--- config.mk ---
export PLATFORM = sky130hd
export DESIGN_NAME = ibex_avalon_host_bridge_flat
export DESIGN_NICKNAME = d
export VERILOG_FILES = /design/src/rtl/ibex_avalon_pkg.sv /design/src/rtl/ibex_avalon_host_bridge_if.sv /design/src/rtl/ibex_avalon_txn_fifo.sv /design/src/rtl/ibex_avalon_host_bridge.sv /design/src/flat_wrapper.sv
export SDC_FILE = /design/constraint.sdc
export NUM_CORES = 1
export LEC_CHECK = 0
export CAP_MARGIN = 20
export CELL_PAD_IN_SITES_DETAIL_PLACEMENT = 1
export CELL_PAD_IN_SITES_GLOBAL_PLACEMENT = 2
export CORE_ASPECT_RATIO = 1.4
export CORE_MARGIN = 2
export CORE_UTILIZATION = 35
export CTS_BUF_LIST = sky130_fd_sc_hd__clkbuf_8
export DETAILED_ROUTE_END_ITERATION = 12
export DONT_BUFFER_PORTS = 1
export GPL_TIMING_DRIVEN = 0
export HOLD_SLACK_MARGIN = 0.15
export PLACE_DENSITY = 0.84
export SLEW_MARGIN = 0
export SYNTH_ARGS = -nofsm -noshare
export SYNTH_HDL_FRONTEND = slang
export SYNTH_SLANG_ARGS = --single-unit
--- constraint.sdc ---
create_clock -name clk_i -period 2.95 [get_ports clk_i]
set_clock_uncertainty 0.2 [all_clocks]
set_input_delay 0.885 -clock clk_i [delete_from_list [all_inputs] [get_ports clk_i]]
set_output_delay 0.885 -clock clk_i [all_outputs]
set_load 0.1 [all_outputs]
--- src/rtl/ibex_avalon_pkg.sv ---
`default_nettype none
// ============================================================================
// Module      : ibex_avalon_pkg
// Description : Shared types and helpers for the Ibex-to-Avalon host bridge.
// Revision    : 1.0 - initial release
// ============================================================================
package ibex_avalon_pkg;

  // Avalon-MM response codes carried back to the core with each completion.
  typedef enum logic [1:0] {
    OKAY        = 2'b00,
    RESERVED    = 2'b01,
    SLVERR      = 2'b10,
    DECODEERROR = 2'b11
  } avalon_resp_e;

  // Transaction type remembered per outstanding Avalon transfer.
  typedef enum logic {
    TXN_READ  = 1'b0,
    TXN_WRITE = 1'b1
  } txn_type_e;

  // Pointer width that stays at least one bit wide for a single-entry FIFO.
  function automatic int unsigned ptr_width(input int unsigned depth);
    return (depth <= 1) ? 1 : $clog2(depth);
  endfunction

endpackage
`default_nettype wire

--- src/rtl/ibex_avalon_host_bridge_if.sv ---
`default_nettype none
// ============================================================================
// Module      : ibex_avalon_host_bridge_if
// Description : Ibex data-side request/response signals and the Avalon-MM
//               host signals of the bridge, bundled in one interface.
//               master = bridge view, slave = core + fabric view.
// Revision    : 1.0 - initial release
// ============================================================================
interface ibex_avalon_host_bridge_if #(
  parameter int unsigned ADDR_W = 32
);
  // Ibex side
  logic              host_read_i;
  logic              host_write_i;
  logic [ADDR_W-1:0] host_addr_i;
  logic [3:0]        host_be_i;
  logic [31:0]       host_wdata_i;
  logic              host_busy_o;
  logic              host_rvalid_o;
  logic [31:0]       host_rdata_o;
  logic [1:0]        host_resp_o;
  logic              host_wrespvalid_o;
  // Avalon side
  logic [ADDR_W-1:0] avm_address_o;
  logic              avm_read_o;
  logic              avm_write_o;
  logic [3:0]        avm_byteenable_o;
  logic [31:0]       avm_writedata_o;
  logic              avm_waitrequest_i;
  logic [31:0]       avm_readdata_i;
  logic              avm_readdatavalid_i;
  logic [1:0]        avm_response_i;
  logic              avm_writeresponsevalid_i;

  modport master (
    input  host_read_i, host_write_i, host_addr_i, host_be_i, host_wdata_i,
    output host_busy_o, host_rvalid_o, host_rdata_o, host_resp_o, host_wrespvalid_o,
    output avm_address_o, avm_read_o, avm_write_o, avm_byteenable_o, avm_writedata_o,
    input  avm_waitrequest_i, avm_readdata_i, avm_readdatavalid_i, avm_response_i,
    input  avm_writeresponsevalid_i
  );

  modport slave (
    output host_read_i, host_write_i, host_addr_i, host_be_i, host_wdata_i,
    input  host_busy_o, host_rvalid_o, host_rdata_o, host_resp_o, host_wrespvalid_o,
    input  avm_address_o, avm_read_o, avm_write_o, avm_byteenable_o, avm_writedata_o,
    output avm_waitrequest_i, avm_readdata_i, avm_readdatavalid_i, avm_response_i,
    output avm_writeresponsevalid_i
  );

endinterface
`default_nettype wire

--- src/rtl/ibex_avalon_txn_fifo.sv ---
`default_nettype none
// ============================================================================
// Module      : ibex_avalon_txn_fifo
// Description : Small in-order FIFO of transaction types used to match Avalon
//               responses to the transfers that produced them.
// Revision    : 1.0 - initial release
// ============================================================================
module ibex_avalon_txn_fifo
  import ibex_avalon_pkg::*;
#(
  parameter int unsigned DEPTH = 4
) (
  input  logic      clk_i,
  input  logic      rst_ni,
  input  logic      i_push,
  input  txn_type_e i_push_type,
  input  logic      i_pop,
  output logic      o_full,
  output logic      o_empty,
  output txn_type_e o_head
);

  localparam int unsigned      PTR_W      = ptr_width(DEPTH);
  localparam int unsigned      CNT_W      = PTR_W + 1;
  localparam logic [PTR_W-1:0] C_LAST_PTR = PTR_W'(DEPTH - 1);
  localparam logic [CNT_W-1:0] C_DEPTH    = CNT_W'(DEPTH);

  txn_type_e        r_mem [DEPTH];
  logic [PTR_W-1:0] r_wr_ptr;
  logic [PTR_W-1:0] r_rd_ptr;
  logic [CNT_W-1:0] r_count;
  logic             w_push;
  logic             w_pop;

  assign o_full  = (r_count == C_DEPTH);
  assign o_empty = (r_count == '0);
  assign o_head  = r_mem[r_rd_ptr];

  // Overflow/underflow requests are ignored so the count can never wrap.
  assign w_push = i_push & ~o_full;
  assign w_pop  = i_pop & ~o_empty;

  // Storage and pointers; pointers wrap explicitly so any DEPTH works.
  always_ff @(posedge clk_i or negedge rst_ni) begin
    if (!rst_ni) begin
      r_wr_ptr <= '0;
      r_rd_ptr <= '0;
      for (int i = 0; i < int'(DEPTH); i++) begin
        r_mem[i] <= TXN_READ;
      end
    end else begin
      if (w_push) begin
        r_mem[r_wr_ptr] <= i_push_type;
        r_wr_ptr        <= (r_wr_ptr == C_LAST_PTR) ? '0 : r_wr_ptr + 1'b1;
      end
      if (w_pop) begin
        r_rd_ptr <= (r_rd_ptr == C_LAST_PTR) ? '0 : r_rd_ptr + 1'b1;
      end
    end
  end

  // Occupancy; a simultaneous push and pop leaves it unchanged.
  always_ff @(posedge clk_i or negedge rst_ni) begin
    if (!rst_ni) begin
      r_count <= '0;
    end else if (w_push && !w_pop) begin
      r_count <= r_count + 1'b1;
    end else if (w_pop && !w_push) begin
      r_count <= r_count - 1'b1;
    end
  end

endmodule
`default_nettype wire

--- src/rtl/ibex_avalon_host_bridge.sv ---
`default_nettype none
// ============================================================================
// Module      : ibex_avalon_host_bridge
// Description : Ibex data bus to pipelined Avalon-MM host. Registers the
//               command, tracks outstanding transfers in order and returns
//               read data / write completions to the core.
// Revision    : 1.0 - initial release
// ============================================================================
module ibex_avalon_host_bridge
  import ibex_avalon_pkg::*;
#(
  parameter int unsigned MAX_OUTSTANDING = 4,
  parameter bit          USE_WRESP       = 1'b1,
  parameter int unsigned ADDR_W          = 32
) (
  input  logic                             clk_i,
  input  logic                             rst_ni,
  ibex_avalon_host_bridge_if.master        bus,
  output logic                             proto_err_o
);

  logic              r_cmd_valid;
  logic              r_cmd_we;
  logic [ADDR_W-1:0] r_cmd_addr;
  logic [3:0]        r_cmd_be;
  logic [31:0]       r_cmd_wdata;

  logic              r_rvalid;
  logic              r_wrespvalid;
  logic [31:0]       r_rdata;
  avalon_resp_e      r_resp;
  logic              r_proto_err;

  logic              w_trk_full;
  logic              w_trk_empty;
  txn_type_e         w_trk_head;
  logic              w_avm_read;
  logic              w_avm_write;
  logic              w_issue;
  logic              w_busy;
  logic              w_accept;
  logic              w_rd_beat;
  logic              w_wr_beat;
  logic              w_head_rd;
  logic              w_head_wr;
  logic              w_pop_rd;
  logic              w_pop_wr;
  logic              w_unexpected;

  // Issue path: busy depends only on registered state and waitrequest, so
  // there is no combinational loop back through the core's request.
  assign w_avm_read  = r_cmd_valid & ~r_cmd_we & ~w_trk_full;
  assign w_avm_write = r_cmd_valid &  r_cmd_we & ~w_trk_full;
  assign w_issue     = (w_avm_read | w_avm_write) & ~bus.avm_waitrequest_i;
  assign w_busy      = r_cmd_valid & ~w_issue;
  assign w_accept    = (bus.host_read_i | bus.host_write_i) & ~w_busy;

  // Completion matching against the oldest outstanding transfer.
  assign w_rd_beat    = bus.avm_readdatavalid_i;
  assign w_wr_beat    = USE_WRESP ? bus.avm_writeresponsevalid_i : 1'b0;
  assign w_head_rd    = ~w_trk_empty & (w_trk_head == TXN_READ);
  assign w_head_wr    = ~w_trk_empty & (w_trk_head == TXN_WRITE);
  assign w_pop_rd     = w_rd_beat & w_head_rd;
  // Without a write-response channel a write at the head retires on its own,
  // but only once every earlier read has returned (it is then the head).
  assign w_pop_wr     = w_head_wr & (USE_WRESP ? bus.avm_writeresponsevalid_i : ~w_rd_beat);
  assign w_unexpected = (w_rd_beat & ~w_head_rd) | (w_wr_beat & ~w_head_wr);

  assign bus.avm_read_o        = w_avm_read;
  assign bus.avm_write_o       = w_avm_write;
  assign bus.avm_address_o     = r_cmd_addr;
  assign bus.avm_byteenable_o  = r_cmd_be;
  assign bus.avm_writedata_o   = r_cmd_wdata;
  assign bus.host_busy_o       = w_busy;
  assign bus.host_rvalid_o     = r_rvalid;
  assign bus.host_wrespvalid_o = r_wrespvalid;
  assign bus.host_rdata_o      = r_rdata;
  assign bus.host_resp_o       = r_resp;
  assign proto_err_o           = r_proto_err;

  ibex_avalon_txn_fifo #(
    .DEPTH (MAX_OUTSTANDING)
  ) u_tracker (
    .clk_i       (clk_i),
    .rst_ni      (rst_ni),
    .i_push      (w_issue),
    .i_push_type (r_cmd_we ? TXN_WRITE : TXN_READ),
    .i_pop       (w_pop_rd | w_pop_wr),
    .o_full      (w_trk_full),
    .o_empty     (w_trk_empty),
    .o_head      (w_trk_head)
  );

  // Command register: loads on accept (write wins a read/write tie), clears on issue.
  always_ff @(posedge clk_i or negedge rst_ni) begin
    if (!rst_ni) begin
      r_cmd_valid <= 1'b0;
      r_cmd_we    <= 1'b0;
      r_cmd_addr  <= '0;
      r_cmd_be    <= '0;
      r_cmd_wdata <= '0;
    end else if (w_accept) begin
      r_cmd_valid <= 1'b1;
      r_cmd_we    <= bus.host_write_i;
      r_cmd_addr  <= bus.host_addr_i;
      r_cmd_be    <= bus.host_be_i;
      r_cmd_wdata <= bus.host_wdata_i;
    end else if (w_issue) begin
      r_cmd_valid <= 1'b0;
    end
  end

  // Host-side completion beats, one cycle after the matching Avalon beat.
  always_ff @(posedge clk_i or negedge rst_ni) begin
    if (!rst_ni) begin
      r_rvalid     <= 1'b0;
      r_wrespvalid <= 1'b0;
      r_rdata      <= '0;
      r_resp       <= OKAY;
    end else begin
      r_rvalid     <= w_pop_rd;
      r_wrespvalid <= w_pop_wr;
      if (w_pop_rd) begin
        r_rdata <= bus.avm_readdata_i;
        r_resp  <= avalon_resp_e'(bus.avm_response_i);
      end else if (w_pop_wr) begin
        if (USE_WRESP) begin
          r_resp <= avalon_resp_e'(bus.avm_response_i);
        end else begin
          r_resp <= OKAY;
        end
      end
    end
  end

  // Sticky flag for responses that match no outstanding transfer.
  always_ff @(posedge clk_i or negedge rst_ni) begin
    if (!rst_ni) begin
      r_proto_err <= 1'b0;
    end else if (w_unexpected) begin
      r_proto_err <= 1'b1;
    end
  end

endmodule
`default_nettype wire

--- src/flat_wrapper.sv ---
// flat-port wrapper written by rule: the top's interface ports become plain ports
module ibex_avalon_host_bridge_flat import ibex_avalon_pkg::*;
#(
  parameter int unsigned MAX_OUTSTANDING = 4,
  parameter bit          USE_WRESP       = 1'b1,
  parameter int unsigned ADDR_W          = 32
)
  (clk_i, rst_ni, proto_err_o, bus_host_read_i, bus_host_write_i, bus_host_addr_i, bus_host_be_i, bus_host_wdata_i, bus_host_busy_o, bus_host_rvalid_o, bus_host_rdata_o, bus_host_resp_o, bus_host_wrespvalid_o, bus_avm_address_o, bus_avm_read_o, bus_avm_write_o, bus_avm_byteenable_o, bus_avm_writedata_o, bus_avm_waitrequest_i, bus_avm_readdata_i, bus_avm_readdatavalid_i, bus_avm_response_i, bus_avm_writeresponsevalid_i);
  ibex_avalon_host_bridge_if #(.ADDR_W(ADDR_W)) bus_i ();
  input  logic clk_i;
  input  logic rst_ni;
  output logic proto_err_o;
  input wire logic [$bits(bus_i.host_read_i)-1:0] bus_host_read_i;
  input wire logic [$bits(bus_i.host_write_i)-1:0] bus_host_write_i;
  input wire logic [$bits(bus_i.host_addr_i)-1:0] bus_host_addr_i;
  input wire logic [$bits(bus_i.host_be_i)-1:0] bus_host_be_i;
  input wire logic [$bits(bus_i.host_wdata_i)-1:0] bus_host_wdata_i;
  output wire logic [$bits(bus_i.host_busy_o)-1:0] bus_host_busy_o;
  output wire logic [$bits(bus_i.host_rvalid_o)-1:0] bus_host_rvalid_o;
  output wire logic [$bits(bus_i.host_rdata_o)-1:0] bus_host_rdata_o;
  output wire logic [$bits(bus_i.host_resp_o)-1:0] bus_host_resp_o;
  output wire logic [$bits(bus_i.host_wrespvalid_o)-1:0] bus_host_wrespvalid_o;
  output wire logic [$bits(bus_i.avm_address_o)-1:0] bus_avm_address_o;
  output wire logic [$bits(bus_i.avm_read_o)-1:0] bus_avm_read_o;
  output wire logic [$bits(bus_i.avm_write_o)-1:0] bus_avm_write_o;
  output wire logic [$bits(bus_i.avm_byteenable_o)-1:0] bus_avm_byteenable_o;
  output wire logic [$bits(bus_i.avm_writedata_o)-1:0] bus_avm_writedata_o;
  input wire logic [$bits(bus_i.avm_waitrequest_i)-1:0] bus_avm_waitrequest_i;
  input wire logic [$bits(bus_i.avm_readdata_i)-1:0] bus_avm_readdata_i;
  input wire logic [$bits(bus_i.avm_readdatavalid_i)-1:0] bus_avm_readdatavalid_i;
  input wire logic [$bits(bus_i.avm_response_i)-1:0] bus_avm_response_i;
  input wire logic [$bits(bus_i.avm_writeresponsevalid_i)-1:0] bus_avm_writeresponsevalid_i;
  assign bus_i.host_read_i = bus_host_read_i;
  assign bus_i.host_write_i = bus_host_write_i;
  assign bus_i.host_addr_i = bus_host_addr_i;
  assign bus_i.host_be_i = bus_host_be_i;
  assign bus_i.host_wdata_i = bus_host_wdata_i;
  assign bus_host_busy_o = bus_i.host_busy_o;
  assign bus_host_rvalid_o = bus_i.host_rvalid_o;
  assign bus_host_rdata_o = bus_i.host_rdata_o;
  assign bus_host_resp_o = bus_i.host_resp_o;
  assign bus_host_wrespvalid_o = bus_i.host_wrespvalid_o;
  assign bus_avm_address_o = bus_i.avm_address_o;
  assign bus_avm_read_o = bus_i.avm_read_o;
  assign bus_avm_write_o = bus_i.avm_write_o;
  assign bus_avm_byteenable_o = bus_i.avm_byteenable_o;
  assign bus_avm_writedata_o = bus_i.avm_writedata_o;
  assign bus_i.avm_waitrequest_i = bus_avm_waitrequest_i;
  assign bus_i.avm_readdata_i = bus_avm_readdata_i;
  assign bus_i.avm_readdatavalid_i = bus_avm_readdatavalid_i;
  assign bus_i.avm_response_i = bus_avm_response_i;
  assign bus_i.avm_writeresponsevalid_i = bus_avm_writeresponsevalid_i;
  ibex_avalon_host_bridge #(.MAX_OUTSTANDING(MAX_OUTSTANDING), .USE_WRESP(USE_WRESP), .ADDR_W(ADDR_W)) u_core (.clk_i(clk_i), .rst_ni(rst_ni), .bus(bus_i), .proto_err_o(proto_err_o));
endmodule
# Yosys cells after proc, flatten, opt, wreduce, memory -nomap -nowiden

Cells that the tools add are included.
W data, S select, Z words.

Output and inout bits: 108
Flip-flop bits (word level): 118
Bits of input ports: 109
Word-level logic and storage cells: 81

Add/subtract/negate cells: 4
Magnitude comparators: 3
Bitwise operators: 30
Muxes and demuxes: 15
Reduce and logical (&&, ||, !) cells: 9
Eq/ne operators: 3

Operators with widths:

| operator              | count |
|---|---|
| $and A1 B1 Y1         | 15 |
| $not A1 Y1            | 9 |
| $mux W2               | 4 |
| $ge A3 B3 Y1 const B  | 2 |
| $mux W1               | 6 |
| $mux W3               | 2 |
| $not A2 Y3            | 2 |
| $reduce_bool A2 Y1    | 3 |
| $add A2 B1 Y2 const B | 2 |
| $bwmux W4             | 1 |
| $eq A2 B2 Y1 const B  | 2 |
| $or A1 B1 Y1          | 4 |
| $add A3 B1 Y3 const B | 1 |
| $eq A3 B3 Y1 const B  | 1 |
| $logic_and A1 B1 Y1   | 3 |
| $logic_not A3 Y1      | 1 |
| $lt A3 B1 Y1 const B  | 1 |
| $sub A3 B1 Y3 const B | 1 |
| $bmux W1 S2           | 1 |
| $demux W1 S2          | 1 |
| $logic_not A1 Y1      | 2 |

# Longest topological paths before layout

Gate-level depths: netlist (run 1).

Word-level depth: 12
Depth in mapped cells: 11

# Cells and area by module

From an unflattened synthesis (run 1), not the netlist that was laid out.

Cell total of the unflattened synthesis: 293
Area, all modules: 4,649.5 um^2

Modules (own cells, without submodules):

| module                  | cells each | times used | area each (um^2) | seq. area each (um^2) |
|---|---|---|---|---|
| ibex_avalon_host_bridge | 239        | 1          | 4,018.9          | 2,677.6 |
| ibex_avalon_txn_fifo    | 54         | 1          | 630.6            | 275.3 |

# Worst setup path after synthesis (run 1)

Ideal clock, no wire load.

Kind: reg2out
Start point: register u_core.u_tracker.r_count[0]
End point: output bus_avm_read_o
Stages on the path, launching flop included: 5
Data arrival time: 1.865 ns
Path slack: 0.000 ns
Cell sequence: dfrtp_1 nor2_1 nand2_1 nand2_1 nor2_1

Longest elaborated chain between the ends: 3

Ends and longest elaborated chain:

| element                | line                          | text |
|---|---|---|
| from (decl)            | ibex_avalon_txn_fifo.sv:31    | `logic [CNT_W-1:0] r_count;` |
| from (signal assigned) | ibex_avalon_txn_fifo.sv:67    | `r_count <= r_count + 1'b1;` |
| from (signal assigned) | ibex_avalon_txn_fifo.sv:69    | `r_count <= r_count - 1'b1;` |
| $eq A3 B3 Y1           | ibex_avalon_txn_fifo.sv:35    | `assign o_full = (r_count == C_DEPTH);` |
| $not A1 Y1             | ibex_avalon_host_bridge.sv:52 | `assign w_avm_read = r_cmd_valid & ~r_cmd_we & ~w_trk_full;` |
| $and A1 B1 Y1          | ibex_avalon_host_bridge.sv:52 |  |
| to (decl)              | flat_wrapper.sv:24            | `output wire logic [$bits(bus_i.avm_read_o)-1:0] bus_avm_read_o;` |

Every way passes these cells.

# Final worst setup path (run 1)

Start point: register u_core.u_tracker.r_rd_ptr[0]
End point: register u_core.u_tracker.r_count[2]

RTL lines:

| element                                              | line                          | text |
|---|---|---|
| from (decl)                                          | ibex_avalon_txn_fifo.sv:30    | `logic [PTR_W-1:0] r_rd_ptr;` |
| from (signal assigned)                               | ibex_avalon_txn_fifo.sv:57    | `r_rd_ptr <= (r_rd_ptr == C_LAST_PTR) ? '0 : r_rd_ptr + 1'b1;` |
| $not A2 Y3 (implied by the code) (*)                 | ibex_avalon_txn_fifo.sv:37    | `assign o_head = r_mem[r_rd_ptr];` |
| $bmux W1 S2 (*)                                      | ibex_avalon_txn_fifo.sv:37    |  |
| $mux W1 (implied by the code) (*) (2 in series)      | ibex_avalon_txn_fifo.sv:37    |  |
| $and A1 B1 Y1 (*)                                    | ibex_avalon_host_bridge.sv:62 | `assign w_head_wr = ~w_trk_empty & (w_trk_head == TXN_WRITE);` |
| $and A1 B1 Y1 (*)                                    | ibex_avalon_host_bridge.sv:66 | `assign w_pop_wr = w_head_wr & (USE_WRESP ? bus.avm_writeresponsevalid_i : ~w_rd_beat);` |
| net u_core.w_pop_wr                                  | ibex_avalon_host_bridge.sv:47 | `logic w_pop_wr;` |
| $or A1 B1 Y1 (*)                                     | ibex_avalon_host_bridge.sv:88 | `.i_pop (w_pop_rd \| w_pop_wr),` |
| $and A1 B1 Y1 (*)                                    | ibex_avalon_txn_fifo.sv:41    | `assign w_pop = i_pop & ~o_empty;` |
| $logic_not A1 Y1                                     | ibex_avalon_txn_fifo.sv:66    | `end else if (w_push && !w_pop) begin` |
| $logic_and A1 B1 Y1                                  | ibex_avalon_txn_fifo.sv:66    |  |
| $mux W3 / $reduce_bool A2 Y1 (equally long branches) | -                             |  |

Mark *: on every way through the listed nets, which the timed path passes. The rest lies on a longest branch. The select of a mux whose other input is x is not followed.
A chain may end at the register's enable or synchronous reset.

==> results.toml, run 1 <==
[critical_path]
cp_top_family = "adder cells"
end_kind = "flip-flop"
worst-path-buf-inv = 3
arrival_ps = 2930
critPathKind = "flip-flop to flip-flop"
path_cells = "mux4_2 -> and3_4 -> or2_1 -> buf_6 -> inv_1 -> ha_2 -> inv_1 -> fa_1 -> xor2_1 -> nor2_1 -> xor2_1"
crit_required_ps = 3090
crit_slowest_cell = "mux4_2"
crit_fanout = 5
cp-start-kind = "flip-flop"
crit_path_max_incr_delay_ps = 520

[flow_run]
maxCapViolCount = 0

[clock_network]
ctsLongestPathBuffers = 2
cts_root_buffer = "clkbuf_8"
cts_buffers = 17
cts_tree = "done"
clkSinkCount = 118
cts.clk_slew.worst_paths_ps = 70
clk_latency_ps = 410
htreeDepth = 4

[sta]
relSlewSlack_pct = 37.40
final.period_utilization_pct = 94.55
hold_violations = 90
setup_slack_ps = 160.7
rsz0062_at_grt = "true"
tightest_slew_ps = 939.0
hold_ws_ps = -30.50
fmax_mhz = 358.5
setup_violations = 0
min_period_ps = 2789
finalMaxSlewViolations = 0

[detailed_routing]
routedWlPerCell_um = 21.04
post-route-drc-count = 0
vias = 2419
drtPass1Iterations = 4
drtIter0Drc = 60
routed_wl_mm = 9.929
ant_nets = 0
viasPerCell = 5.125

[grt]
grt_pass1_vias = 2830
groute.usage.overall_pct = 14.02
grt_remaining_overflow = 0
grt_max_degree = 119
grt_pass1_wl_mm = 15.13
antenna_found_initial = 1

[floorplanning]
die_area_um2 = 14180
core-area_um2 = 12870
io-pin-count = 217
num_rows = 49
initial_core_util_pct = 35.97
die_x_um = 101.2
die_h_um = 140.1

[synth]
synth.area.top_cells = "dfrtp_1 (64%), mux2_2 (26%), ha_1 (1.6%)"
synth_edf_count = 0
seq_area_frac_synth_pct = 63.77
ys_ff_latch = 118
syn_inst = 286
synth_top_cell_by_area = "dfrtp_1"
ys_types = 28
syn_area_um2 = 4631
syn_area_per_cell_um2 = 16.19
ys_warn_count = 0
async_reset_ff_share_pct = 100.0
ys.flop_type = "dfrtp_1"
yosysTopAreaCellShare_pct = 63.77
syn_nets = 402

[final_layout]
layout_commonest_cell = "dfrtp_1"
diodes = 0
mostFrequentLayoutCells = "dfrtp_1 (117), mux2_2 (105), clkbuf_8 (18)"
final_cells = 472
nNetsFinal = 424
num-fill-cells = 1313
drive_gt1_share_pct = 50.78
areaGrowthSynthToFinish_pct = 13.43

[outcome]
status = "finished, violations left"
violations = "hold timing"

[place]
finalWeightedCongestion = 0.7305
port_buffers = 0
hpwl_mm = 7.296
place_worst_setup_slack_ps = -144.7
placed_cells = 439

[hold_path]
hp-class = "primary input to async pin"
-- sequential cells by signal (all words and copies together) (netlist names) --
name                          flops
u_core.bus.host_rvalid_o          1
u_core.bus.avm_address_o         32
u_core.bus.host_wrespvalid_o      1
u_core.r_cmd_we                   1
u_core.u_tracker.r_count          3
u_core.proto_err_o                1
u_core.bus.host_rdata_o          32
u_core.bus.avm_writedata_o       32
u_core.u_tracker.r_rd_ptr         2
u_core.bus.avm_byteenable_o       4
u_core.u_tracker.r_mem            4
u_core.u_tracker.r_wr_ptr         2
u_core.bus.host_resp_o            2
u_core.r_cmd_valid                1
-- cell usage after synthesis (2+ instances only) --
cell type  instances
mux2_2           105
mux2_4             4
buf_6              3
or3_1              2
ha_1               6
inv_1              5
xor2_1             2
buf_2              4
nand2_1           10
o21ai_0            3
nor2_1             5
buf_4              4
dfrtp_1          118
-- per-layer routing --
| layer | track usage, % | part of all wire [%] | wire length [um] | vias to the layer above |
|---|---|---|---|---|
| met5 | 0 | 0.11 | 11 | - |
| met4 | 6.472 | 2.3 | 227 | 2 |
| met3 | 6.337 | 9.9 | 984 | 17 |
| met2 | 24.75 | 56 | 5533 | 144 |
| met1 | 13.73 | 32 | 3172 | 1216 |
| li1 | - | - | - | 1040 |
-- layout make-up --
cell class	instances	area, um^2	share of cell area (%)
Clock inverter	12	138.9	2.644
Tap cell	153	191.4	3.645
Inverter	5	23.77	0.4526
Clock buffer	18	247.7	4.717
Buffer	11	83.83	1.596
Sequential cell	118	2954	56.24
Multi-Input combinational cell	152	1590	30.28
Timing Repair Buffer	3	22.52	0.4288
-- cells by family after synthesis --
kind of cell    count (synthesis)  synth area share [%]
fa+ha+maj                       7                 2.053
simple gates                   25                 3.081
compound gates                  7                0.9999
xor+xnor                        3                0.5675
flops                         118                 63.77
mux                           110                 27.32
buf+inv                        16                 2.216
-- per-stage QoR --
| stage | cell area, um^2 | util [%] | TNS (ps) |
|---|---|---|---|
| 2_1_floorplan | 4633 | - | 0 |
| 3_3_place_gp | 4825 | 37.47 | -167.7 |
| 3_5_place_dp | 4825 | 37.47 | -240.0 |
| 4_1_cts | 5228 | 40.60 | 0 |
| 5_1_grt | 5253 | 40.80 | -18.39 |
| 6_report | 5253 | 40.80 | 0 |
-- final timing paths --
path | cells after the start | slack, ps | from | end
setup reg to reg | 11 | 160 | u_core.u_tracker.r_rd_ptr[0] | u_core.u_tracker.r_count[2]
hold reg to reg | 1 | 320 | u_core.u_tracker.r_mem[1] | u_core.u_tracker.r_mem[1]
min in group clk_i | 1 | 320 | u_core.u_tracker.r_mem[1] | u_core.u_tracker.r_mem[1]
max in group asynchronous | 0 | 2390 | rst_ni | u_core.r_cmd_we
hold / removal | 0 | -30 | rst_ni | u_core.bus.host_resp_o[1]
setup / recovery | 11 | 160 | u_core.u_tracker.r_rd_ptr[0] | u_core.u_tracker.r_count[2]
-- what timing repair did --
item                                    in CTS  in global routing
endpoints found under the setup margin       4                  3
setup buffers                                1                  2
gates resized for setup                      5                  4
pin swaps                                    1                  0
endpoints found under the hold margin      118                118
Power of run 1 is left out: the tool's default activity adds up to more than one toggle a clock period on the data nets, which glitch-free logic cannot reach.
==> run 2, diff against run 1 <==
- CORE_UTILIZATION: 35 -> 38
- PLACE_DENSITY: 0.84 -> 0.89
==> results.toml, run 2 (same netlist as run 1, synthesis figures left out) <==
[sta]
fin_tns_setup_ps = 0
min_period_ps = 2829
tightest_slew_ps = 939.2
relSlewSlack_pct = 37.39
hold_ws_ps = -50.02
finalMaxSlewViolations = 0
final.period_utilization_pct = 95.91
hold_violations = 68
setup_violations = 0
rsz0062_at_grt = "true"
fmax_mhz = 353.4

[final_layout]
mostFrequentLayoutCells = "dfrtp_1 (117), mux2_2 (105), clkbuf_8 (18)"
drive_gt1_share_pct = 51.40
layout_commonest_cell = "dfrtp_1"
diodes = 0
num-fill-cells = 1187
nNetsFinal = 425
seqCellArea_um2 = 2954
areaGrowthSynthToFinish_pct = 13.24
multi_input_comb_area_um2 = 1589

[critical_path]
cp-start-kind = "flip-flop"
startpoint = "u_core.u_tracker.r_rd_ptr[0]"
end_kind = "flip-flop"
critPathKind = "flip-flop to flip-flop"
rr_startpoint = "u_core.u_tracker.r_rd_ptr[0]"
arrival_ps = 2940
crit_fanout = 5
crit_required_ps = 3060

[floorplanning]
core-area_um2 = 11880
io-pin-count = 217
die_x_um = 97.30
die_area_um2 = 13100
initial_core_util_pct = 38.98
die_h_um = 134.6
num_rows = 47

[clock_network]
cts_tree = "done"
clkSinkCount = 118
cts.clk_slew.worst_paths_ps = 80
clk_latency_ps = 420
htreeDepth = 4
cts_root_buffer = "clkbuf_8"
ctsLongestPathBuffers = 2
cts_buffers = 17

[detailed_routing]
post-route-drc-count = 0
ant_nets = 0
routedWlPerCell_um = 20.59
drtPass1Iterations = 3
vias = 2458
viasPerCell = 5.252
drtIter0Drc = 59
routed_wl_mm = 9.637

[grt]
grt_max_degree = 119
grt_pass1_wl_mm = 14.70
groute.usage.overall_pct = 14.58
grt_remaining_overflow = 0
grt_pass1_vias = 2844
antenna_found_initial = 0

[place]
finalWeightedCongestion = 0.6966
port_buffers = 0
hpwl_mm = 7.172

[outcome]
violations = "hold timing"
status = "finished, violations left"

[flow_run]
maxCapViolCount = 0

[hold_path]
hp-class = "primary input to async pin"
[run 2: layout make-up]
type / instances / area share (%)
repair buffers: 4 / 0.5727
well taps: 147 / 3.508
clock buffers: 18 / 4.724
plain buffers: 11 / 1.599
flip-flops and latches: 118 / 56.33
multi-input cells: 152 / 30.30
clock inverters: 13 / 2.553
inverters: 5 / 0.4056
[run 2: critical path: stages (launching register included)]
cell     delay, ps
dfrtp_2        390
mux4_2         530
buf_4          170
nor3b_4        170
or2_1          140
buf_6          130
inv_1           50
ha_1           190
inv_1           70
fa_1           400
mux2_2         270
[run 2: final timing paths]
kind,slack (ps),depth (start not counted),end
max,120,10,u_core.u_tracker.r_count[1]
min,-50,0,u_core.bus.avm_address_o[13]
max reg2reg,120,10,u_core.u_tracker.r_count[1]
min reg2reg,310,1,u_core.u_tracker.r_mem[0]
max in group asynchronous,2330,0,u_core.bus.host_rdata_o[29]
min in group clk_i,310,1,u_core.u_tracker.r_mem[0]
[run 2: metrics by stage]
stage,instance area [um^2],std cells,setup WS [ps],util (%)
after floorplan,4633,286,122.9,-
after global placement,4817,433,-117.9,40.55
after detailed placement,4817,433,-166.4,40.55
after CTS,5230,467,33.92,44.03
after global routing,5244,468,-16.53,44.14
final,5244,468,120.6,44.14
[run 2: routing by layer]
layer	vias to the layer above	global-route usage [%]	share of wire (%)
met1	1249	14.33	33
met3	15	7.039	10
met4	0	6.944	2.3
met2	147	25.77	55
li1	1047	-	-
met5	-	0	0
[run 2: what timing repair did]
action / CTS / global route
cloned: 0 / 0
buffers inserted: 3 / 1
hold endpoints to repair: 118 / 118
setup endpoints to repair: 5 / 3
pin swaps: 1 / 0
gates resized for setup: 5 / 2
Power of run 2 is left out for the same reason.
